===== src/rtl/instr_encoder_if.sv =====
// Request/response bundle of the instruction encoder: symbolic request in,
// encoded word out, both with valid/ready flow control.
interface instr_encoder_if;
  logic        req_valid;
  logic        req_ready;
  logic [4:0]  req_op;
  logic [4:0]  req_rd;
  logic [4:0]  req_rs1;
  logic [4:0]  req_rs2;
  logic [31:0] req_imm;
  logic        out_valid;
  logic        out_ready;
  logic [31:0] out_instr;
  logic        out_last;

  // Handshake: a transfer happens on a rising clock edge where valid&ready are
  // both high; a producer holds valid and its payload stable until that edge.
  modport master (
    output req_valid, req_op, req_rd, req_rs1, req_rs2, req_imm, out_ready,
    input  req_ready, out_valid, out_instr, out_last
  );

  modport slave (
    input  req_valid, req_op, req_rd, req_rs1, req_rs2, req_imm, out_ready,
    output req_ready, out_valid, out_instr, out_last
  );
endinterface


===== src/rtl/instr_encoder.sv =====
// Assembles RV64I-subset instruction words from symbolic requests; the LI
// pseudo-op expands to LUI+ADDI when the value does not fit in 12 bits.
module instr_encoder #(
  parameter int SHAMT_W = 6
) (
  input  logic            clk,
  input  logic            rst_n,
  instr_encoder_if.slave  bus,
  output logic            err,
  output logic            busy,
  output logic [1:0]      state_dbg
);

  typedef enum logic [1:0] {
    IDLE = 2'd0,
    LI2  = 2'd1
  } state_t;

  localparam logic [4:0] OP_ADD  = 5'd0,  OP_SUB  = 5'd1,  OP_SLL  = 5'd2,
                         OP_SLT  = 5'd3,  OP_AND  = 5'd4,  OP_ADDI = 5'd5,
                         OP_SLTI = 5'd6,  OP_SLLI = 5'd7,  OP_SRLI = 5'd8,
                         OP_SRAI = 5'd9,  OP_LD   = 5'd10, OP_LW   = 5'd11,
                         OP_LH   = 5'd12, OP_LBU  = 5'd13, OP_SD   = 5'd14,
                         OP_SW   = 5'd15, OP_BEQ  = 5'd16, OP_BNE  = 5'd17,
                         OP_BLT  = 5'd18, OP_BGE  = 5'd19, OP_JAL  = 5'd20,
                         OP_JALR = 5'd21, OP_LUI  = 5'd22, OP_NOP  = 5'd23,
                         OP_BRK  = 5'd24, OP_LI   = 5'd25;

  localparam logic [6:0] OPC_R    = 7'b0110011, OPC_IMM  = 7'b0010011,
                         OPC_LOAD = 7'b0000011, OPC_ST   = 7'b0100011,
                         OPC_BR   = 7'b1100011, OPC_JAL  = 7'b1101111,
                         OPC_JALR = 7'b1100111, OPC_LUI  = 7'b0110111;

  // Single-word encoding; LI here is only its short ADDI rd,x0,imm form.
  function automatic logic [31:0] encode(input logic [4:0] op, input logic [4:0] rd,
                                         input logic [4:0] rs1, input logic [4:0] rs2,
                                         input logic [31:0] imm);
    logic [5:0] sh;
    sh = 6'(imm[SHAMT_W-1:0]);
    encode = 32'h0;
    case (op)
      OP_ADD:  encode = {7'b0000000, rs2, rs1, 3'b000, rd, OPC_R};
      OP_SUB:  encode = {7'b0100000, rs2, rs1, 3'b000, rd, OPC_R};
      OP_SLL:  encode = {7'b0000000, rs2, rs1, 3'b001, rd, OPC_R};
      OP_SLT:  encode = {7'b0000000, rs2, rs1, 3'b010, rd, OPC_R};
      OP_AND:  encode = {7'b0000000, rs2, rs1, 3'b111, rd, OPC_R};
      OP_ADDI: encode = {imm[11:0], rs1, 3'b000, rd, OPC_IMM};
      OP_SLTI: encode = {imm[11:0], rs1, 3'b010, rd, OPC_IMM};
      OP_SLLI: encode = {6'b000000, sh, rs1, 3'b001, rd, OPC_IMM};
      OP_SRLI: encode = {6'b000000, sh, rs1, 3'b101, rd, OPC_IMM};
      OP_SRAI: encode = {6'b010000, sh, rs1, 3'b101, rd, OPC_IMM};
      OP_LD:   encode = {imm[11:0], rs1, 3'b011, rd, OPC_LOAD};
      OP_LW:   encode = {imm[11:0], rs1, 3'b010, rd, OPC_LOAD};
      OP_LH:   encode = {imm[11:0], rs1, 3'b001, rd, OPC_LOAD};
      OP_LBU:  encode = {imm[11:0], rs1, 3'b100, rd, OPC_LOAD};
      OP_SD:   encode = {imm[11:5], rs2, rs1, 3'b011, imm[4:0], OPC_ST};
      OP_SW:   encode = {imm[11:5], rs2, rs1, 3'b010, imm[4:0], OPC_ST};
      OP_BEQ:  encode = {imm[12], imm[10:5], rs2, rs1, 3'b000, imm[4:1], imm[11], OPC_BR};
      OP_BNE:  encode = {imm[12], imm[10:5], rs2, rs1, 3'b001, imm[4:1], imm[11], OPC_BR};
      OP_BLT:  encode = {imm[12], imm[10:5], rs2, rs1, 3'b100, imm[4:1], imm[11], OPC_BR};
      OP_BGE:  encode = {imm[12], imm[10:5], rs2, rs1, 3'b101, imm[4:1], imm[11], OPC_BR};
      OP_JAL:  encode = {imm[20], imm[10:1], imm[11], imm[19:12], rd, OPC_JAL};
      OP_JALR: encode = {imm[11:0], rs1, 3'b000, rd, OPC_JALR};
      OP_LUI:  encode = {imm[31:12], rd, OPC_LUI};
      OP_NOP:  encode = 32'h00000013;
      OP_BRK:  encode = 32'h00100073;
      OP_LI:   encode = {imm[11:0], 5'd0, 3'b000, rd, OPC_IMM};
      default: encode = 32'h0;
    endcase
  endfunction

  state_t      state, state_next;
  logic        slot_free;
  logic        load;
  logic [31:0] load_word;
  logic        load_last;
  logic        illegal_acc;
  logic        li_cap;
  logic        imm_small;
  logic [19:0] lui_upper;
  logic [4:0]  li_rd;
  logic [11:0] li_lo;

  assign slot_free = ~bus.out_valid | bus.out_ready;
  assign imm_small = (bus.req_imm[31:11] == {21{bus.req_imm[11]}});
  // Adding imm[11] compensates for ADDI sign-extending its 12-bit operand.
  assign lui_upper = bus.req_imm[31:12] + {19'd0, bus.req_imm[11]};

  always_comb begin
    state_next    = state;
    bus.req_ready = 1'b0;
    load          = 1'b0;
    load_word     = 32'h0;
    load_last     = 1'b0;
    illegal_acc   = 1'b0;
    li_cap        = 1'b0;
    case (state)
      IDLE: begin
        bus.req_ready = slot_free;
        if (bus.req_valid && slot_free) begin
          if (bus.req_op > OP_LI) begin
            illegal_acc = 1'b1;
          end else if (bus.req_op == OP_LI && !imm_small) begin
            load       = 1'b1;
            load_word  = {lui_upper, bus.req_rd, OPC_LUI};
            li_cap     = 1'b1;
            state_next = LI2;
          end else begin
            load      = 1'b1;
            load_word = encode(bus.req_op, bus.req_rd, bus.req_rs1, bus.req_rs2, bus.req_imm);
            load_last = 1'b1;
          end
        end
      end
      LI2: begin
        if (slot_free) begin
          load       = 1'b1;
          load_word  = {li_lo, li_rd, 3'b000, li_rd, OPC_IMM};
          load_last  = 1'b1;
          state_next = IDLE;
        end
      end
      default: state_next = IDLE;
    endcase
  end

  always_ff @(posedge clk or negedge rst_n) begin
    if (!rst_n) begin
      state         <= IDLE;
      bus.out_valid <= 1'b0;
      bus.out_instr <= 32'h0;
      bus.out_last  <= 1'b0;
      err           <= 1'b0;
      li_rd         <= 5'd0;
      li_lo         <= 12'd0;
    end else begin
      state <= state_next;
      err   <= illegal_acc;
      if (slot_free) begin
        bus.out_valid <= load;
        if (load) begin
          bus.out_instr <= load_word;
          bus.out_last  <= load_last;
        end
      end
      if (li_cap) begin
        li_rd <= bus.req_rd;
        li_lo <= bus.req_imm[11:0];
      end
    end
  end

  assign busy      = (state != IDLE) | bus.out_valid;
  assign state_dbg = state;

endmodule


===== src/flat_wrapper.sv =====
// flat-port wrapper written by rule: the top's interface ports become plain ports
module instr_encoder_flat 
#(
  parameter int SHAMT_W = 6
)
  (clk, rst_n, err, busy, state_dbg, bus_req_valid, bus_req_op, bus_req_rd, bus_req_rs1, bus_req_rs2, bus_req_imm, bus_out_ready, bus_req_ready, bus_out_valid, bus_out_instr, bus_out_last);
  instr_encoder_if bus_i ();
  input  logic clk;
  input  logic rst_n;
  output logic err;
  output logic busy;
  output logic [1:0] state_dbg;
  input wire logic [$bits(bus_i.req_valid)-1:0] bus_req_valid;
  input wire logic [$bits(bus_i.req_op)-1:0] bus_req_op;
  input wire logic [$bits(bus_i.req_rd)-1:0] bus_req_rd;
  input wire logic [$bits(bus_i.req_rs1)-1:0] bus_req_rs1;
  input wire logic [$bits(bus_i.req_rs2)-1:0] bus_req_rs2;
  input wire logic [$bits(bus_i.req_imm)-1:0] bus_req_imm;
  input wire logic [$bits(bus_i.out_ready)-1:0] bus_out_ready;
  output wire logic [$bits(bus_i.req_ready)-1:0] bus_req_ready;
  output wire logic [$bits(bus_i.out_valid)-1:0] bus_out_valid;
  output wire logic [$bits(bus_i.out_instr)-1:0] bus_out_instr;
  output wire logic [$bits(bus_i.out_last)-1:0] bus_out_last;
  assign bus_i.req_valid = bus_req_valid;
  assign bus_i.req_op = bus_req_op;
  assign bus_i.req_rd = bus_req_rd;
  assign bus_i.req_rs1 = bus_req_rs1;
  assign bus_i.req_rs2 = bus_req_rs2;
  assign bus_i.req_imm = bus_req_imm;
  assign bus_i.out_ready = bus_out_ready;
  assign bus_req_ready = bus_i.req_ready;
  assign bus_out_valid = bus_i.out_valid;
  assign bus_out_instr = bus_i.out_instr;
  assign bus_out_last = bus_i.out_last;
  instr_encoder #(.SHAMT_W(SHAMT_W)) u_core (.clk(clk), .rst_n(rst_n), .bus(bus_i), .err(err), .busy(busy), .state_dbg(state_dbg));
endmodule

===== config.mk =====
export PLATFORM = sky130hd
export DESIGN_NAME = instr_encoder_flat
export DESIGN_NICKNAME = d
export VERILOG_FILES = /design/src/rtl/instr_encoder_if.sv /design/src/rtl/instr_encoder.sv /design/src/flat_wrapper.sv
export SDC_FILE = /design/constraint.sdc
export NUM_CORES = 1
export LEC_CHECK = 0
export CELL_PAD_IN_SITES_DETAIL_PLACEMENT = 0
export CELL_PAD_IN_SITES_GLOBAL_PLACEMENT = 2
export CORE_MARGIN = 2
export CORE_UTILIZATION = 30
export DETAILED_ROUTE_END_ITERATION = 7
export PLACE_DENSITY = 0.9
export SLEW_MARGIN = 40
export SYNTH_ARGS = -nofsm -noshare
export SYNTH_HDL_FRONTEND = slang
export SYNTH_SLANG_ARGS = --single-unit
export TNS_END_PERCENT = 30

===== constraint.sdc =====
create_clock -name clk -period 5.9 [get_ports clk]
set_input_delay 0.885 -clock clk [delete_from_list [all_inputs] [get_ports clk]]
set_output_delay 0.885 -clock clk [all_outputs]
set_load 0.02 [all_outputs]

## Word level (Yosys, flattened, before mapping)

Index checks and enable logic that the tools add are counted.

- Register bits: 54
- Bits in latches: 0
- RAM bits: 0
- Memory bits (read-only): 0
- Input bits: 56
- Word-level logic and storage cells: 77
- Memories: 0

- $add $sub $neg: 1
- Multiply operators: 0
- Div/mod/pow operators: 0
- Magnitude comparators: 1
- Eq/ne operators: 31
- Shift operators: 0
- Multiplexer cells: 26
- Bitwise logic cells: 3
- Reduce and logical (&&, ||, !) cells: 8

Operators with widths:

| cell | count |
|---|---|
| $pmux W32 S26 | 1 |
| $mux W32 | 3 |
| $pmux W32 S2 | 1 |
| $eq A5 B5 Y1 const B | 10 |
| $eq A5 B4 Y1 const B | 8 |
| $add A20 B1 Y20 | 1 |
| $eq A20 B20 Y1 | 1 |
| $eq A5 B3 Y1 const B | 4 |
| $mux W1 | 14 |
| $eq A5 B2 Y1 const B | 2 |
| $mux W2 | 4 |
| $ne A2 B1 Y1 const B | 3 |
| $eq A5 B1 Y1 const B | 1 |
| $gt A5 B5 Y1 const B | 1 |
| $logic_not A5 Y1 | 1 |
| $pmux W1 S2 | 2 |
| $pmux W2 S2 | 1 |
| $reduce_and A4 Y1 | 1 |
| $eq A2 B1 Y1 const B | 1 |
| $logic_and A1 B1 Y1 | 2 |
| $logic_not A2 Y1 | 1 |
| $ne A2 B2 Y1 const B | 1 |
| $or A1 B1 Y1 | 2 |
| $reduce_and A2 Y1 | 1 |
| 3 further kinds | 3 |

## Depth between registers and ports, before layout

Gate-level depths: netlist of run 1.

- Word-level depth: 7
- Gate-level depth with buffers: 8
- Depth with buffers taken out: 8

## Least setup slack after synthesis of run 1

OpenSTA, ideal clock, no wires.

- Path type: input to register
- Start: in bus_req_imm[20]
- End: reg u_core.bus.out_instr[20]
- Setup time: 0.135 ns
- Arrival: 2.614 ns
- Data required time: 5.765 ns
- Path slack: 3.151 ns
- Stages on the path: 8
- Path buffers: 2
- Cell sequence: buf_2 > nand4_1 > or3_1 > a222oi_1 > nor2_2 > buf_6 > a221oi_1 > o31ai_1

- Word-level cells in the longest chain between the ends: 7
- Elaborated cells between the ends (all ways): 9
- Classes of those cells: add/sub: 1; eq/ne: 1; mux: 5; reduce/logical: 2

Ends and longest elaborated chain:

| element | RTL line | RTL |
|---|---|---|
| from (decl) | flat_wrapper.sv:18 | `input wire logic [$bits(bus_i.req_imm)-1:0] bus_req_imm;` |
| branches (longest 3 deep; another with $add A20 B1 Y20) | n/a |  |
| $mux W32 * | instr_encoder.sv:103 | `end else if (bus.req_op == OP_LI && !imm_small) begin` |
| $mux W32 * | instr_encoder.sv:101 | `if (bus.req_op > OP_LI) begin` |
| $mux W32 * | instr_encoder.sv:100 | `if (bus.req_valid && slot_free) begin` |
| $pmux W32 S2 * | instr_encoder.sv:97 | `case (state)` |
| to (signal assigned) | instr_encoder.sv:142 | `bus.out_instr <= load_word;` |
| to (decl) | instr_encoder_if.sv:25 | `output req_ready, out_valid, out_instr, out_last` |

Every way passes the cells marked *.
A chain may end at the register's enable or synchronous reset.

## Final worst setup path of run 1

- Start: in bus_req_imm[11]
- End: reg u_core.bus.out_instr[12]

Same word-level chain as after synthesis.

==> results of run 1 <==
## registers in the layout, indices dropped and copies added (netlist names)
signal                count
u_core.li_lo             12
u_core.li_rd              5
u_core.bus.out_valid      1
u_core.bus.out_instr     31
u_core.bus.out_last       1
u_core.state_dbg          1
u_core.err                1
## logic make-up after synthesis
group                      Yosys count
AOI/OAI and AO/OA                  129
and+or+nand+nor                    114
DFF                                 52
buffers and inverters               36
muxes                               22
xor gates and xnor gates            18
adders and majority gates            2
other                                1
## final cells by class
| cell class | instances | area [sq um] | share of cell area |
|---|---|---|---|
| Multi-Input combinational cell | 286 | 1890 | 0.426 |
| Sequential cell | 52 | 1300 | 0.293 |
| Timing Repair Buffer | 99 | 958 | 0.216 |
| Tap cell | 140 | 175 | 0.0394 |
| Clock buffer | 7 | 86.3 | 0.0194 |
| Inverter | 6 | 22.5 | 0.00507 |
| Clock inverter | 1 | 7.51 | 0.00169 |
## layer usage
layer / up-vias / wire [microns] / GRT usage
li1: 1579 / - / -
met1: 1640 / 5370 / 0.285
met2: 113 / 5210 / 0.281
met3: 10 / 539 / 0.0249
met4: 0 / 148 / 0.0452
met5: - / 0 / 0
## metrics by stage
stage               hold slack (ns)  cell area (sq um)
global placement              0.471               4340
floorplan                     0.473               3350
detailed placement            0.475               4340
global route                  0.533               4440
CTS                           0.504               4430
finish                        0.497               4440
## worst min-delay path by stage
| stage | start | end | slack, ns |
|---|---|---|---|
| after floorplan | u_core.li_lo[0]$_DFFE_PN0P_ | u_core.li_lo[0]$_DFFE_PN0P_ | 0.47 |
| after global placement | u_core.bus.out_instr[2]$_DFFE_PN0P_ | u_core.bus.out_instr[2]$_DFFE_PN0P_ | 0.47 |
| after detailed placement | u_core.bus.out_instr[2]$_DFFE_PN0P_ | u_core.bus.out_instr[2]$_DFFE_PN0P_ | 0.47 |
| after CTS | u_core.bus.out_instr[2]$_DFFE_PN0P_ | u_core.bus.out_instr[2]$_DFFE_PN0P_ | 0.50 |
| after global routing | u_core.li_lo[3]$_DFFE_PN0P_ | u_core.li_lo[3]$_DFFE_PN0P_ | 0.53 |
| final | u_core.bus.out_instr[6]$_DFFE_PN0P_ | u_core.bus.out_instr[6]$_DFFE_PN0P_ | 0.50 |
## tightest hold or removal path: cells and delay by family (launching register included)
kind	cells	cell delay, ns
compound gates	1	0.05
flops	1	0.37
simple gates	1	0.05
## power groups by stage
stage                     logic [uW]  clock network [uW]  registers (uW)
after global placement           362                   0             464
after global routing             394                 244             466
final                            366                 221             458
after CTS                        366                 225             458
after floorplan                  138                   0             506
after detailed placement         365                   0             465
## layout by cell type (no fill, tap or decap), types with 5 or more instances in the layout
cell type / count
a211oi_1: 7
a21oi_1: 24
a221oi_1: 11
a311oi_1: 5
and3_1: 9
buf_4: 5
clkbuf_8: 6
clkdlybuf4s50_1: 90
dfrtp_1: 52
inv_1: 5
mux2_2: 18
nand2_1: 28
nand3_1: 14
nand4_1: 7
nor2_1: 24
nor2b_1: 5
nor3_1: 6
nor4_1: 6
o21ai_0: 19
o22ai_1: 22
xnor2_1: 5
xor2_1: 13
==> reports/qor.csv, run 1 <==
metric,value,unit
Starting Density,0.308,
routed vias,3342,
row cnt,38,
grt ovf,0,
synth cell count leaders,"52 x dfrtp_1, 29 x nand2_1, 24 x a21oi_1, 24 x nor2_1, 22 x o22ai_1",
Worst Path Max Fanout,21,
clk_lat worst skew,0.31,ns
register area share after synthesis,0.388,
unrepaired setup endpoints after global routing,no,
hold path cells,2,
Setup TNS Final,0,ns
final hold violation count,0,
Clock Power Share,0.211,
Setup WS pre-CTS,1.91,ns
Total Routing Usage GR,0.188,
WP data arrival,3.96,ns
pwr/cell area,235,nW/um^2
Final Setup Violations,0,
synthesis-to-finish area growth,32.6,%
Post-Synth XOR/XNOR Area,0.0470,
RD Place Congestion,0.823,
most frequent cell after synthesis,dfrtp_1,
CTS tree,done,
vias per std cell,5.65,
family with the most delay on the worst path,buffers and inverters,
clk sinks,52,
Crit path required time,6.08,ns
CTS resizes,0,
CTS Buf Count,5,
number of library cell types mapped by synthesis,62,
max incr delay on CP,0.81,ns
"EDFF count, synth",0,
number of global-route vias before repair,3096,
synthesis-stage register bit count,52,
VDD IR max,0.0997,mV
DP Cell Count,582,
global-route wire length before repair,17400,microns
Least-Margin Pin Slew,0.758,ns
Post-Syn Nets,432,
routed wire length,11300,microns
Pwr Total,1050,uW
Yosys warning count,0,
post-synth top area cell,dfrtp_1,
Synth Area in Compound Gates,0.264,
Pre-Repair DR Iteration Count,5,
CP cell instances,"clkdlybuf4s50_1, ha_1, nor4_1, nand2_1, a222oi_1, nor2_4, buf_4, a221oi_1, o21ai_0",
Fillers,1095,
port bufs,93,
largest net degree at the start of global routing,53,
end of the critical path,u_core.bus.out_instr[12]$_DFFE_PN0P_,
simple-gate area share of the yosys netlist,0.169,
Lkg Pwr,0.00171,uW
post-synthesis async set-or-reset flop share,1.00,
internal cell power,689,uW
Period minus WS final,3.78,ns
Post-synth top flop,dfrtp_1,
"CTS clk-pin slew, worst paths",0.10,ns
root buf cell,clkbuf_8,
post-layout util,0.408,
postcts setup bufs,0,
highest clock rate,0.264,GHz
RR Endpoint,u_core.li_lo[0]$_DFFE_PN0P_,
Logic pwr share,0.350,
WL per Instance,19.1,microns
Reg power frac,0.438,
Layout Skew,0.00563,ns
Iter 0 DRT Violations,275,
antenna violations before repair,0,
final worst path period share,0.641,
die area,12000,sq um
Buf/Inv on CP,2,
Die Span Y,110,microns
main combinational cell family by area after synthesis,compound AO/OA/AOI/OAI gates,
Reg2Reg Setup Slack,3.40,ns
CTS Buffer Depth,2,
CP max stage cell,clkdlybuf4s50_1,
Yosys top cell area share,0.388,
Nets,508,
post-synthesis adder-cell area fraction,0.00747,
Reg2Reg Launch Point,u_core.bus.out_valid$_DFFE_PN0N_,
Critical Path Source,bus_req_imm[11],
hold buffer count at cts,0,
worst min path class,reg -> reg,
max-slew violations,0,
cells after synthesis,374,
switching share of power,0.341,
# diodes,0,
Relative slew margins,0.492,
post-DP HPWL,8040,microns
Max Cap Viol,0,
DRC Markers,0,
core area,10900,sq um
Setup CP Type,in -> reg,
final worst slack,2.12,ns
critical path depth,9,
post-synthesis mux area share,0.0724,
average size of a mapped cell,8.96,sq um
Antenna Violating Nets Remaining,0,
post-synthesis cell area,3350,sq um
critical path endpoint category,flop,
Net Switching,356,uW
Startpoint Class,primary input,
Ports,95,
Die W,110,microns
fin cells,591,
status,finished clean,
Synth area leaders,"dfrtp_1 39%, mux2_2 6.0%, o22ai_1 4.1%",
path depth of the worst reg2reg path,6,
H-tree depth,2,
layout cells sized above 1,0.0931,
No activity file was read; power rests on OpenSTA's default activity.
==> run 2, diff against run 1 <==
- CORE_UTILIZATION: 30 -> 28
- PLACE_DENSITY: 0.9 -> 0.85
- clock period: 5.9 -> 3.6 ns (I/O delays scaled with it)
==> run 2 against run 1 <==
  * Worst setup slack got worse by 1.3 ns
  * Non-clock buffer count grew 14
  * Clock skew up 0.0020 ns
  * Critical path type unchanged
  * Highest routed layer unchanged
==> reports/qor.csv, run 2 (synthesis gave the netlist of run 1 again) <==
metric,value,unit,change
Logic pwr share,0.319,,-0.031
Setup CP Type,in -> reg,,
Reg2Reg Launch Point,u_core.bus.out_valid$_DFFE_PN0N_,,
worst min path class,in -> async,,
Die Span Y,113,microns,+3.4%
Lkg Pwr,0.00181,uW,+6.1%
H-tree depth,2,,unchanged
layout cells sized above 1,0.112,,+0.0187
status,finished clean,,
Least-Margin Pin Slew,0.659,ns,-0.0996 ns
die area,12900,sq um,+6.9%
final hold violation count,0,,unchanged
RR Endpoint,u_core.bus.out_instr[30]$_DFFE_PN0P_,,
Period minus WS final,2.82,ns,
Pre-Repair DR Iteration Count,4,,-1
number of global-route vias before repair,3438,,+11%
DRC Markers,0,,unchanged
Iter 0 DRT Violations,322,,+17%
clk sinks,52,,unchanged
internal cell power,1320,uW,+91%
Max Cap Viol,0,,unchanged
Worst Path Max Fanout,22,,+4.8%
routed vias,3362,,+0.60%
largest net degree at the start of global routing,31,,-42%
Layout Skew,0.00767,ns,+0.00205 ns
Final Setup Violations,0,,unchanged
max reg flops,31,,unchanged
core area,11600,sq um,+6.2%
postcts setup bufs,0,,unchanged
WP data arrival,2.96,ns,-1.00 ns
grt ovf,0,,unchanged
CTS Buffer Depth,2,,unchanged
Nets,522,,+2.8%
CTS resizes,0,,unchanged
pwr/cell area,415,nW/um^2,+77%
synthesis-to-finish area growth,38.1,%,
Reg with most FFs,u_core.bus.out_instr,,
Crit path required time,3.75,ns,-2.33 ns
CTS tree,done,,
fin cells,608,,+2.9%
highest clock rate,0.355,GHz,
top flop regs,"u_core.bus.out_instr x31, u_core.li_lo x12, u_core.li_rd x5",,
VDD IR max,0.200,mV,+100%
Net Switching,607,uW,+70%
row cnt,39,,+2.6%
switching share of power,0.316,,-0.0254
DP Cell Count,600,,+3.1%
routed wire length,11500,microns,+2.0%
port bufs,93,,unchanged
final worst path period share,0.782,,
max-slew violations,0,,unchanged
antenna violations before repair,0,,unchanged
Setup TNS Final,0,ns,unchanged
critical path endpoint category,flop,,
WL per Instance,18.9,microns,-0.86%
vias per std cell,5.53,,-2.2%
Reg2Reg Setup Slack,1.58,ns,-1.82 ns
Clock Power Share,0.291,,+0.080
Antenna Violating Nets Remaining,0,,unchanged
Total Routing Usage GR,0.181,,-0.00712
path depth of the worst reg2reg path,6,,unchanged
"leading cell type in the layout, fill and taps excluded",clkdlybuf4s50_1,,
unrepaired setup endpoints after global routing,no,,
Starting Density,0.290,,-0.0180
CTS Buf Count,5,,unchanged
Reg power frac,0.391,,-0.047
global-route wire length before repair,18500,microns,+6.2%
Relative slew margins,0.561,,+0.0691
root buf cell,clkbuf_16,,
RD Place Congestion,0.831,,+0.98%
Ports,95,,unchanged
most frequent cells in the layout,"92 x clkdlybuf4s50_1, 52 x dfrtp_1, 28 x nand2_1",,
# diodes,0,,unchanged
Startpoint Class,primary input,,
post-DP HPWL,8630,microns,+7.3%
Die W,113,microns,+3.4%
"CTS clk-pin slew, worst paths",0.07,ns,-0.03 ns
clk_lat worst skew,0.29,ns,-0.02 ns
hold buffer count at cts,0,,unchanged
## run 2: cell count changes in the layout (fill, tap and decap cells not counted), sizes merged
cell	previous run	this run
clkinvlp	1	0
inv	5	6
clkdlybuf4s50	90	92
bufinv	0	1
buf	8	21
clkbuf	8	6
## run 2: cell type report
| class | instances | area (sq um) |
|---|---|---|
| Timing Repair Buffer | 113 | 1080 |
| Clock buffer | 6 | 129 |
| Multi-Input combinational cell | 286 | 1880 |
| Sequential cell | 52 | 1300 |
| Tap cell | 143 | 179 |
| Inverter | 6 | 22.5 |
| Clock inverter | 2 | 38.8 |
| Fill cell | 1165 | 6940 |
## run 2: power by group through the flow
| stage | logic (uW) | registers (uW) | clock network, uW |
|---|---|---|---|
| after floorplan | 226 | 829 | 0 |
| after global placement | 611 | 759 | 0 |
| after detailed placement | 615 | 761 | 0 |
| after CTS | 618 | 751 | 569 |
| after global routing | 664 | 765 | 591 |
| final | 613 | 751 | 559 |
## run 2: worst max path at each step
stage                                                       to                        startpoint  slack [ns]  cells past startpoint
final                     u_core.bus.out_instr[25]$_DFFE_PN0P_                   bus_req_imm[11]        0.78                      9
after detailed placement  u_core.bus.out_instr[12]$_DFFE_PN0P_                   bus_req_imm[11]        0.50                      9
after global placement    u_core.bus.out_instr[25]$_DFFE_PN0P_                   bus_req_imm[11]        0.55                      9
after global routing      u_core.bus.out_instr[31]$_DFFE_PN0P_                   bus_req_imm[16]        0.61                      8
after CTS                 u_core.bus.out_instr[12]$_DFFE_PN0P_                   bus_req_imm[11]        0.81                      9
after floorplan                    u_core.li_lo[0]$_DFFE_PN0P_  u_core.bus.out_valid$_DFFE_PN0N_        1.20                      6
## run 2: metal layers
metal	vias up	wire, microns	track usage
li1	1605	-	-
met1	1649	5340	0.253
met2	99	5480	0.297
met3	9	531	0.0266
met4	0	144	0.0431
met5	-	0	0
## run 2: critical path: stages
cell and delay (ns):
clkdlybuf4s50_1 0.44, ha_1 0.36, nor4_1 0.30, nand2_1 0.09, a222oi_1 0.48, nor2_2 0.09, buf_4 0.23, a2111oi_0 0.33
a311oi_1 0.09
## run 2: through the flow
step	hold slack [ns]	worst slack (ns)	util	power [uW]	instance area, sq um
6_report	0.223	0.784	0.400	1920	4630
5_1_grt	0.258	0.608	0.400	2020	4630
4_1_cts	0.241	0.814	0.400	1940	4630
3_5_place_dp	0.471	0.504	0.386	1380	4460
3_3_place_gp	0.471	0.551	0.386	1370	4460
2_1_floorplan	0.244	1.20	-	1050	3350
==> run 3, diff against run 2 <==
- clock period: 3.6 -> 2.7 ns (I/O delays scaled with it)
==> run 3 against run 2 <==
  * Sequential cell count did not move
  * Global-route usage grew 1.1 points
  * Routed wire length rose by 7.0%
  * Critical path depth did not move
  * Clock power rose by 34%
  * Clock skew up 0.0038 ns
  * Final area increased by 8.5%
  * Non-clock buffer count is 46 higher
  * Largest cell class unchanged
==> reports/qor.csv, run 3 (synthesis gave the netlist of run 1 again) <==
metric,value,unit,change
Max Cap Viol,0,,unchanged
postcts setup bufs,0,,unchanged
hold_ws,0.0121,ns,-0.211 ns
Ports,95,,unchanged
CTS Buffer Depth,2,,unchanged
H-tree depth,2,,unchanged
Reg2Reg Launch Point,u_core.bus.out_valid$_DFFE_PN0N_,,
placed instance area,4840,sq um,+8.5%
Die W,113,microns,unchanged
Reg2Reg Setup Slack,0.83,ns,-0.75 ns
die area,12900,sq um,unchanged
Setup CP Type,in -> reg,,
Relative slew margins,0.596,,+0.0354
post-DP HPWL,9520,microns,+10%
Pwr Total,2630,uW,+37%
port bufs,93,,unchanged
critical path endpoint category,flop,,
Setup TNS Final,0,ns,unchanged
row cnt,39,,unchanged
core area,11600,sq um,unchanged
Period minus WS final,2.58,ns,
routed vias,3564,,+6.0%
Iter 0 DRT Violations,248,,-23%
largest net degree at the start of global routing,22,,-29%
status,finished clean,,
switching share of power,0.317,,+0.00116
grt ovf,0,,unchanged
global-route wire length before repair,19600,microns,+5.9%
highest clock rate,0.387,GHz,
DRC Markers,0,,unchanged
top flop regs,"u_core.bus.out_instr x31, u_core.li_lo x12, u_core.li_rd x5",,
root buf cell,clkbuf_16,,
final worst path period share,0.957,,
clk sinks,52,,unchanged
VDD IR max,0.260,mV,+30%
CTS Buf Count,5,,unchanged
Startpoint Class,primary input,,
"CTS clk-pin slew, worst paths",0.07,ns,about the same
internal cell power,1800,uW,+37%
Net Switching,834,uW,+37%
Crit path required time,2.86,ns,-0.89 ns
routed wire length,12300,microns,+7.0%
Nets,568,,+8.8%
Clock Power Share,0.284,,-0.007
Die Span Y,113,microns,unchanged
path depth of the worst reg2reg path,8,,+2
final hold violation count,0,,unchanged
vias per std cell,5.45,,-1.4%
antenna violations before repair,0,,unchanged
"leading cell type in the layout, fill and taps excluded",clkdlybuf4s50_1,,
Layout Skew,0.0115,ns,+0.00382 ns
max reg flops,31,,unchanged
CTS tree,done,,
Reg with most FFs,u_core.bus.out_instr,,
clk_lat worst skew,0.30,ns,about the same
Total Routing Usage GR,0.192,,+0.0108
Reg power frac,0.382,,-0.009
RR Endpoint,u_core.bus.out_instr[22]$_DFFE_PN0P_,,
Least-Margin Pin Slew,0.605,ns,-0.0531 ns
most frequent cells in the layout,"92 x clkdlybuf4s50_1, 63 x buf_4, 52 x dfrtp_1",,
Finished Cell Area,5020,sq um,+8.5%
WL per Instance,18.8,microns,-0.51%
Antenna Violating Nets Remaining,0,,unchanged
Logic pwr share,0.334,,+0.015
worst min path class,in -> async,,
max-slew violations,0,,unchanged
RD Place Congestion,0.849,,+2.2%
Starting Density,0.290,,unchanged
pwr/cell area,524,nW/um^2,+26%
Pre-Repair DR Iteration Count,7,,+3
Final Setup Violations,0,,unchanged
WP data arrival,2.74,ns,-0.22 ns
synthesis-to-finish area growth,49.9,%,
layout cells sized above 1,0.194,,+0.0819
Lkg Pwr,0.00205,uW,+13%
number of global-route vias before repair,3609,,+5.0%
Worst Path Max Fanout,14,,-36%
# diodes,0,,unchanged
## run 3: metrics by stage
stage | setup slack, ns | std cells | util
2_1_floorplan | 0.295 | 374 | -
3_3_place_gp | -0.108 | 646 | 0.419
3_5_place_dp | -0.162 | 646 | 0.419
4_1_cts | 0.141 | 654 | 0.433
5_1_grt | -0.0539 | 654 | 0.434
6_report | 0.116 | 654 | 0.434
## run 3: power groups by stage
stage	combinational, uW	clock, uW	sequential [uW]
floorplan	301	0	1110
global placement	866	0	1020
detailed placement	875	0	1020
CTS	880	759	1000
global route	949	793	1020
finish	879	748	1000
## run 3: worst max-delay path by stage
stage | slack [ns] | start | cells after the start | end
2_1_floorplan | 0.30 | u_core.bus.out_valid$_DFFE_PN0N_ | 6 | u_core.li_lo[0]$_DFFE_PN0P_
3_3_place_gp | -0.11 | bus_req_imm[11] | 9 | u_core.bus.out_instr[13]$_DFFE_PN0P_
3_5_place_dp | -0.16 | bus_req_imm[11] | 9 | u_core.bus.out_instr[12]$_DFFE_PN0P_
4_1_cts | 0.14 | bus_req_imm[11] | 9 | u_core.bus.out_instr[12]$_DFFE_PN0P_
5_1_grt | -0.05 | bus_req_imm[11] | 9 | u_core.bus.out_instr[30]$_DFFE_PN0P_
6_report | 0.12 | bus_req_imm[11] | 9 | u_core.bus.out_instr[31]$_DFFE_PN0P_
## run 3: what timing repair did
| item | CTS | global route |
|---|---|---|
| hold buffers | 0 | 0 |
| endpoints found under the setup margin | 0 | 10 |
| gates resized for setup | 0 | 3 |
## run 3: per-layer routing
layer	global-route usage	wire length, microns	share of wire	vias up
met5	0	0	0	-
met3	0.0266	570	0.046	16
met4	0.0561	235	0.019	0
li1	-	-	-	1708
met2	0.313	5780	0.47	119
met1	0.266	5710	0.46	1721
## run 3: area by class of cell
cell class                      count  area (sq um)
Fill cell                        1137          6540
Sequential cell                    52          1300
Inverter                            6          22.5
Timing Repair Buffer              159          1460
Clock inverter                      2          38.8
Tap cell                          143           179
Clock buffer                        6           129
Multi-Input combinational cell    286          1890
## run 3: worst max-delay path, cell delays in order
cell	delay (ns)
clkdlybuf4s50_1	0.42
ha_1	0.37
nor4_2	0.33
nand2_1	0.09
a222oi_1	0.39
nor2_2	0.11
buf_4	0.20
a2111oi_0	0.34
nor3_1	0.08
